==> src/rtl/rc_ramp_control_voltage_if.sv <==
// Sample-strobe / gate / control-voltage bundle for rc_ramp_control_voltage.
//   audio_clk_en : one-cycle sample strobe
//   gate         : 1 = charge toward V_HIGH, 0 = discharge toward V_LOW
//   v_control    : signed 16-bit control voltage (VCC = 1<<SIGNAL_FRACTION_WIDTH)
//   busy         : multiply/update in progress
//   overrun      : strobe arrived while busy (sample dropped)
// master = stimulus side, slave = the ramp block.
interface rc_ramp_control_voltage_if;
  logic               audio_clk_en;
  logic               gate;
  logic signed [15:0] v_control;
  logic               busy;
  logic               overrun;

  modport master (output audio_clk_en, gate, input v_control, busy, overrun);
  modport slave  (input audio_clk_en, gate, output v_control, busy, overrun);
endinterface

==> src/rtl/rc_ramp_control_voltage.sv <==
// RC charge/discharge model of the 555 VCO control-voltage capacitor.
// Each accepted audio sample moves the output a fraction alpha of the way
// toward the gate-selected target; alpha*|err| comes from a 24-cycle
// LSB-first shift-add multiplier, so one update takes 26 clocks.
// Ports:
//   clk    : system clock
//   I_RSTn : asynchronous active-low reset
//   bus    : rc_ramp_control_voltage_if.slave (audio_clk_en, gate in;
//            v_control, busy, overrun out)
// Optional feature macro RC_RAMP_SNAP_EN: when the output is within
// SNAP_THRESHOLD LSB of the target, the update lands exactly on it.
module rc_ramp_control_voltage #(
  parameter int  SIGNAL_FRACTION_WIDTH = 14,
  parameter real VCC                   = 12.0,
  parameter real SAMPLE_RATE           = 48e3,
  parameter real V_HIGH                = 4.0,
  parameter real V_LOW                 = 0.0,
  parameter real R_CHARGE              = 47e3,
  parameter real R_DISCHARGE           = 10e3,
  parameter real C                     = 3.3e-6
`ifdef RC_RAMP_SNAP_EN
  , parameter int SNAP_THRESHOLD       = 4
`endif
) (
  input logic                       clk,
  input logic                       I_RSTn,
  rc_ramp_control_voltage_if.slave  bus
);

  // Per-sample approach fraction in Q0.24, clamped so a step always moves
  // and never exceeds the remaining error.
  function automatic logic [23:0] calc_alpha(input real tau_samples);
    real a;
    a = 16777216.0 * (1.0 - $exp(-1.0 / tau_samples));
    if (a < 1.0)               calc_alpha = 24'd1;
    else if (a >= 16777215.0)  calc_alpha = 24'hFF_FFFF;
    else                       calc_alpha = 24'($rtoi(a));
  endfunction

  localparam real SIGNAL_MULTIPLIER = real'(1 << SIGNAL_FRACTION_WIDTH);
  localparam logic signed [15:0] SIG_HIGH = 16'($rtoi(SIGNAL_MULTIPLIER * V_HIGH / VCC));
  localparam logic signed [15:0] SIG_LOW  = 16'($rtoi(SIGNAL_MULTIPLIER * V_LOW  / VCC));
  localparam logic [23:0] ALPHA_C = calc_alpha(R_CHARGE    * C * SAMPLE_RATE);
  localparam logic [23:0] ALPHA_D = calc_alpha(R_DISCHARGE * C * SAMPLE_RATE);

  localparam logic [1:0] S_IDLE = 2'd0;
  localparam logic [1:0] S_MUL  = 2'd1;
  localparam logic [1:0] S_UPD  = 2'd2;

  logic [1:0]         state;
  logic [4:0]         cnt;
  logic signed [31:0] acc;        // voltage with 16 extra fraction bits
  logic               gate_q;
  logic               err_neg;
  logic [31:0]        mag;        // |err|
  logic [55:0]        prod;       // {partial sum, remaining alpha bits}

  logic signed [15:0] target_nx;
  logic [23:0]        alpha_nx;
  logic signed [32:0] err;
  logic [31:0]        err_abs;
  logic [32:0]        sum;
  logic [31:0]        step;
  logic signed [31:0] acc_nx;

  assign target_nx = gate_q ? SIG_HIGH : SIG_LOW;
  assign alpha_nx  = gate_q ? ALPHA_C  : ALPHA_D;
  assign err       = {target_nx[15], target_nx, 16'd0} - {acc[31], acc};
  assign err_abs   = err[32] ? 32'(-err) : err[31:0];

  // Multiplier bits live in prod's low half and are consumed from bit 0;
  // the partial sum enters from the top as the register shifts right, so
  // after 24 shifts prod holds the full 56-bit mag*alpha.
  assign sum  = {1'b0, prod[55:24]} + {1'b0, (prod[0] ? mag : 32'd0)};
  assign step = prod[55:24];      // floor(|err|*alpha / 2^24) <= |err|

`ifdef RC_RAMP_SNAP_EN
  localparam logic signed [16:0] SNAP_T = 17'(SNAP_THRESHOLD);
  logic signed [15:0] target_q;
  logic signed [16:0] snap_diff;
  logic               snap;
  assign snap_diff = {target_q[15], target_q} - {acc[31], acc[31:16]};
  assign snap      = (snap_diff <= SNAP_T) && (snap_diff >= -SNAP_T);
`endif

  always_comb begin
    acc_nx = err_neg ? (acc - step) : (acc + step);
`ifdef RC_RAMP_SNAP_EN
    if (snap) acc_nx = {target_q, 16'd0};
`endif
  end

  always_ff @(posedge clk or negedge I_RSTn) begin
    if (!I_RSTn) begin
      state   <= S_IDLE;
      cnt     <= '0;
      acc     <= {SIG_LOW, 16'd0};
      gate_q  <= 1'b0;
      err_neg <= 1'b0;
      mag     <= '0;
      prod    <= '0;
`ifdef RC_RAMP_SNAP_EN
      target_q <= SIG_LOW;
`endif
    end else begin
      gate_q <= bus.gate;
      case (state)
        S_IDLE: if (bus.audio_clk_en) begin
          err_neg <= err[32];
          mag     <= err_abs;
          prod    <= {32'd0, alpha_nx};
          cnt     <= '0;
`ifdef RC_RAMP_SNAP_EN
          target_q <= target_nx;
`endif
          state   <= S_MUL;
        end
        S_MUL: begin
          prod <= {sum, prod[23:1]};
          cnt  <= cnt + 5'd1;
          if (cnt == 5'd23) state <= S_UPD;
        end
        S_UPD: begin
          acc   <= acc_nx;
          state <= S_IDLE;
        end
        default: state <= S_IDLE;
      endcase
    end
  end

  assign bus.v_control = acc[31:16];
  assign bus.busy      = (state != S_IDLE);
  // Strobes outside IDLE are dropped; flag them in the same cycle.
  assign bus.overrun   = bus.audio_clk_en & (state != S_IDLE);

endmodule

==> src/flat_wrapper.sv <==
// flat-port wrapper written by rule: the top's interface ports become plain ports
module rc_ramp_control_voltage_flat 
#(
  parameter int  SIGNAL_FRACTION_WIDTH = 14,
  parameter real VCC                   = 12.0,
  parameter real SAMPLE_RATE           = 48e3,
  parameter real V_HIGH                = 4.0,
  parameter real V_LOW                 = 0.0,
  parameter real R_CHARGE              = 47e3,
  parameter real R_DISCHARGE           = 10e3,
  parameter real C                     = 3.3e-6

)
  (clk, I_RSTn, bus_audio_clk_en, bus_gate, bus_v_control, bus_busy, bus_overrun);
  rc_ramp_control_voltage_if bus_i ();
  input logic clk;
  input logic I_RSTn;
  input wire logic [$bits(bus_i.audio_clk_en)-1:0] bus_audio_clk_en;
  input wire logic [$bits(bus_i.gate)-1:0] bus_gate;
  output wire logic [$bits(bus_i.v_control)-1:0] bus_v_control;
  output wire logic [$bits(bus_i.busy)-1:0] bus_busy;
  output wire logic [$bits(bus_i.overrun)-1:0] bus_overrun;
  assign bus_i.audio_clk_en = bus_audio_clk_en;
  assign bus_i.gate = bus_gate;
  assign bus_v_control = bus_i.v_control;
  assign bus_busy = bus_i.busy;
  assign bus_overrun = bus_i.overrun;
  rc_ramp_control_voltage #(.SIGNAL_FRACTION_WIDTH(SIGNAL_FRACTION_WIDTH), .VCC(VCC), .SAMPLE_RATE(SAMPLE_RATE), .V_HIGH(V_HIGH), .V_LOW(V_LOW), .R_CHARGE(R_CHARGE), .R_DISCHARGE(R_DISCHARGE), .C(C)) u_core (.clk(clk), .I_RSTn(I_RSTn), .bus(bus_i));
endmodule
==> config.mk <==
export PLATFORM = sky130hd
export DESIGN_NAME = rc_ramp_control_voltage_flat
export DESIGN_NICKNAME = d
export VERILOG_FILES = /design/src/rtl/rc_ramp_control_voltage_if.sv /design/src/rtl/rc_ramp_control_voltage.sv /design/src/flat_wrapper.sv
export SDC_FILE = /design/constraint.sdc
export NUM_CORES = 1
export LEC_CHECK = 0
export BUFFER_PORTS_ARGS = -buffer_cell sky130_fd_sc_hd__buf_2
export CAP_MARGIN = 20
export CORE_MARGIN = 2
export CORE_UTILIZATION = 58
export DETAILED_ROUTE_END_ITERATION = 8
export PLACE_DENSITY_LB_ADDON = 0.12
export SETUP_SLACK_MARGIN = 0.02
export SYNTH_ARGS = -nofsm -noshare
export SYNTH_HDL_FRONTEND = slang
export SYNTH_SLANG_ARGS = --single-unit
==> constraint.sdc <==
create_clock -name clk -period 4.5 [get_ports clk]
set_clock_uncertainty 0.15 [all_clocks]
set_input_delay 1.125 -clock clk [delete_from_list [all_inputs] [get_ports clk]]
set_output_delay 1.125 -clock clk [all_outputs]
set_load 0.02 [all_outputs]
-- Yosys cells after proc, flatten, opt, wreduce, memory -nomap -nowiden
Index checks and enable logic that the tools add are counted.
- mux-type cells: 12
- $add $sub $neg: 6
- reductions and logical operators: 6
- equality and inequality tests: 5
- bitwise gates (word level): 1
- operators by type and width (cell ; number):
    $pmux W56 S2 ; 1
    $mux W32 ; 3
    $mux W56 ; 1
    $add A32 B32 Y33 ; 1
    $sub A30 B32 Y33 ; 1
    $add A32 B32 Y32 ; 1
    $neg A32 Y32 ; 1
    $sub A32 B32 Y32 ; 1
    $mux W14 ; 1
    $mux W13 ; 1
    $pmux W5 S2 ; 1
    $reduce_and A2 Y1 ; 3
    $add A5 B1 Y5 const B ; 1
    $eq A5 B5 Y1 const B ; 1
    $mux W5 ; 1
    $mux W2 ; 2
    $pmux W2 S2 ; 1
    $reduce_bool A2 Y1 ; 2
    $eq A2 B1 Y1 const B ; 1
    $eq A2 B2 Y1 const B ; 1
    $logic_not A2 Y1 ; 1
    $ne A2 B1 Y1 const B ; 1
    $ne A2 B2 Y1 const B ; 1
    $and A1 B1 Y1 ; 1
- register bits: 129
- logic and storage cells: 37
- bits of input ports: 4
- output and inout port bits: 18

-- Longest topological paths before layout
- word-level depth: 4
- gate-level depth with buffers: 20
- mapped depth without buffers: 19

-- Worst setup path after synthesis
No wires, ideal clock.
- kind: flip-flop to flip-flop
- start: register u_core.prod[25]
- end: register u_core.acc[31]
- slack: -217 ps
- data arrival time: 4435 ps
- clock period less this slack: 4717 ps
- library setup time: 132 ps
- required time: 4218 ps
- buffers on the path: 0
- stages on the path, launching flop included: 20
- cells stage by stage: dfrtp_1 -> inv_1 -> ha_1 -> nand2b_1 -> or4_1 -> nor3b_1 -> and3_1 -> nor2_1 -> xnor2_1 -> ha_1 -> a21oi_1 -> o21ai_0 -> or2_2 -> a2111oi_0 -> o21ai_0 -> a31o_2 -> a311o_1 -> a21oi_1 -> o221ai_1 -> xor2_1
- longest elaborated chain between the ends: 2
- elaborated cells between the ends (all ways): 3
- those cells by class: add/sub: 2; mux: 1
- ends and longest elaborated chain (item ; line ; text):
    start: declaration ; rc_ramp_control_voltage.sv:56 ; logic [55:0] prod;
    start signal: assignment ; rc_ramp_control_voltage.sv:111 ; prod <= {32'd0, alpha_nx};
    start signal: assignment ; rc_ramp_control_voltage.sv:119 ; prod <= {sum, prod[23:1]};
    $add A32 B32 Y32 / $sub A32 B32 Y32 (equally long branches) ; rc_ramp_control_voltage.sv:87 ; acc_nx = err_neg ? (acc - step) : (acc + step);
    $mux W32 (*) ; rc_ramp_control_voltage.sv:87 ;
    end signal: assignment ; rc_ramp_control_voltage.sv:97 ; acc <= {SIG_LOW, 16'd0};
    end signal: assignment ; rc_ramp_control_voltage.sv:124 ; acc <= acc_nx;
    end: declaration ; rc_ramp_control_voltage.sv:52 ; logic signed [31:0] acc;
Mark *: on every way between the ends. The rest lies on a longest branch, timed or not.
A chain may end at the register's enable or synchronous reset.

-- Final worst setup path
- start: register u_core.prod[24]
- end: register u_core.acc[27]
Same word-level chain as after synthesis.

==> metrics <==
hold path depth 2; post-layout util 67.09%; RSZ-0062 raised after global routing yes; routed vias/inst 6.080; # diodes 0; max-cap violations 0; Main synth FF type dfrtp_1; Post-Route WL 27,320 µm; ranking of synthesized cells by area dfrtp_1 30%, ha_1 8.5%, xnor2_1 7.2%, o21ai_0 6.4%, nand2_1 5.4%; initial antenna violation count 0; Peak supply drop 699.8 µV; cell count after synthesis roughly 1,300; type of the worst setup path reg -> reg; Area after DPL about 0.011 mm²; Congestion Overflow GR 0; Slew HR slightly above 40%; status complete, but fails checks; hold buffer count at cts 0; Yosys cell types 80; I/O pin count 22; Cell Area, Synth 0.01071 mm²; CTS tree built; share of the synthesized area in the top cell type 30.13%; area leader, netlist dfrtp_1; worst hold start u_core.mag[18]; largest net degree at the start of global routing between 100 and 150; Final Wtd Congestion ~0.9; busiest grt layer met2; vias 9,716; Root Buffer clkbuf_16; synth cell count leaders 153 x nand2_1, 138 x o21ai_0, 129 x dfrtp_1; Die X roughly 140 µm; Max FO, Critical Path 3; pwr dens roughly 770 mW/mm²; clock slew at reported path FFs 0.06 ns; violated checks setup timing; Avg Cell Area, Syn just over 8 µm²; WL/cell between 15 and 20 µm; Final WS setup -0.08948 ns; Nets 1,435; min cycle time layout 4.589 ns; final setup violation count 2; first-pass GRT wire length about 46,000 µm; HPWL after DPL about 20,000 µm; Critical Path Start Type register; net count after synthesis 1,391; Filler cells 1,544; leakage 5.468 nW; CTS Sinks 129; FF-to-FF Start u_core.prod[24]; Hold EP u_core.mag[18]; R2R setup slack -0.09 ns; met3 global-route usage 3.658%; actual slew at the worst max-slew pin 0.8750 ns; 1st-iter DRT viols between 700 and 800; met2 Use GR between 40 and 50%; clock buffer count from CTS 17; H-tree levels 4; Slew Viols, Final 0; Synth-to-Final Area Change 12.87%; Die H ~140 µm; fraction of layout cells with a size suffix above 1 14.17%; Remaining DRCs 0; Starting Density about three fifths; Final Cycle Share 102.0%; register area 0.003228 mm²; GRT Resource Usage Total 28.50%; CP startpoint u_core.prod[24]; Clk Latency, worst-skew pair 0.43 ns; EDFF count, synth 0; asr flop ratio synth 100.0%; core area 0.01802 mm²; R2R Path End u_core.acc[27]; final cell area excluding filler cells around 0.012 mm²; multi-input logic area just over 0.007 mm²; Pre-Repair DR Iteration Count 5; CP Capture Type register; FF+latch count, synth 129; Req. time, crit path 4.65 ns; Final ANT Viol Nets 0; sequential area share after synthesis 30.13%; Worst EP arrival around 4.7 ns; die area 0.01958 mm²; cell depth of the worst flop-to-flop path 22; f_max between 200 and 250 MHz; count leader, synth nand2_1; vias in the first global route approximately 9,000; port bufs 21; count of final hold-check violations 0; num rows slightly below 50; routing usage on met1 36.38%; clock buffer depth 2; Tightest Hold Check Type reg -> reg; Syn. warnings 0
-- worst max-delay path by stage --
stage,endpoint,slack (ns),cells past startpoint
6_report,u_core.acc[27],-0.09,22
5_1_grt,u_core.acc[27],-0.23,22
4_1_cts,u_core.acc[31],-0.12,20
3_5_place_dp,u_core.acc[31],-0.20,19
3_3_place_gp,u_core.acc[31],-0.14,19
2_1_floorplan,u_core.acc[31],0.04,19
-- registers in the layout, summed over array words and instances (netlist names) --
name,cells
u_core.prod,56
u_core.acc,32
u_core.mag,32
u_core.cnt,5
u_core.state,2
u_core.err_neg,1
u_core.gate_q,1
-- power breakdown --
group	switching, mW	internal, mW	total (mW)	leakage, nW
registers	0.417	1.63	2.04	1.62
logic	3.27	2.56	5.82	3.57
clock network	0.571	0.820	1.39	0.284
-- final cells by class --
| cell class | count | share of cell area, % |
|---|---|---|
| Timing Repair Buffer | 97 | 5.939 |
| Clock inverter | 15 | 1.293 |
| Clock buffer | 17 | 3.518 |
| Sequential cell | 129 | 26.69 |
| Tap cell | 229 | 2.369 |
| Multi-Input combinational cell | 1069 | 58.88 |
| Inverter | 42 | 1.304 |
-- cell families (layout without fill, tap and decap cells) --
| logic type | Yosys count | after routing | share of synthesized area [%] |
|---|---|---|---|
| and+or+nand+nor | 468 | 468 | 22.38 |
| AOI/OAI and AO/OA | 382 | 382 | 21.99 |
| xor gates and xnor gates | 136 | 136 | 11.12 |
| DFF | 129 | 129 | 30.13 |
| buffers and inverters | 114 | 171 | 4.683 |
| adders and majority gates | 75 | 75 | 8.899 |
| muxes | 8 | 8 | 0.8058 |
-- worst max-delay path, stage by stage (launching register included) --
cell       delay [ns]
dfrtp_1          0.38
inv_2            0.07
ha_4             0.14
nand2b_4         0.05
or4_4            0.44
nor3b_4          0.28
buf_4            0.17
and3_4           0.19
nor2_2           0.04
xnor2_1          0.14
ha_1             0.35
a21oi_1          0.15
o21ai_1          0.11
or2_4            0.27
a2111oi_4        0.37
o21ai_1          0.14
a31o_2           0.26
buf_4            0.13
buf_4            0.13
a21o_1           0.15
a21oi_2          0.13
xor2_1           0.15
o21ai_1          0.07
-- per-stage QoR --
stage / worst slack [ns] / power (mW) / hold slack, ns / cells / setup TNS [ns]
global placement: -0.1381 / 7.574 / 0.3078 / 1550 / -0.1538
floorplan: 0.04492 / 6.189 / 0.2918 / 1312 / 0
CTS: -0.1187 / 9.178 / 0.3266 / 1587 / -0.1901
global route: -0.2312 / 10.08 / 0.3509 / 1598 / -0.6742
finish: -0.08948 / 9.260 / 0.3215 / 1598 / -0.1541
detailed placement: -0.1996 / 7.674 / 0.3134 / 1551 / -0.3299
-- per-layer routing --
metal / share of wire, % / wire (µm) / up-vias
met5: 0 / 0 / -
li1: - / - / 4770
met2: 50 / 13570 / 233
met3: 4.0 / 1101 / 64
met1: 43 / 11840 / 4649
met4: 3.0 / 811 / 0
-- repair_timing --
action                                  4_1_cts  5_1_grt
endpoints found under the hold margin         0        0
pin swaps                                    13       14
endpoints found under the setup margin        3        5
buffers inserted                              4        9
gates resized for setup                      11       14
-- placed cells by master, fill, tap and decap left out, types with 7 or more instances in the layout --
master     instances
nand3_1           32
o211ai_1           7
o21ai_0          131
o31ai_1           14
nand4_1           15
nand2_1          151
a21o_1            35
o21a_1            10
nor2b_1           18
a21oi_1           80
ha_1              71
a31oi_1           19
nor4_1            10
xor2_1            48
or2_2             12
and2_1            37
dfrtp_1          129
and3_1            13
buf_2             20
o21ai_1           11
nor3_1            32
nand2b_1          11
clkbuf_16         17
xnor2_1           87
buf_4             73
a211oi_1          11
inv_1             40
nor2_1            78
(Power assumes the default switching activity.)
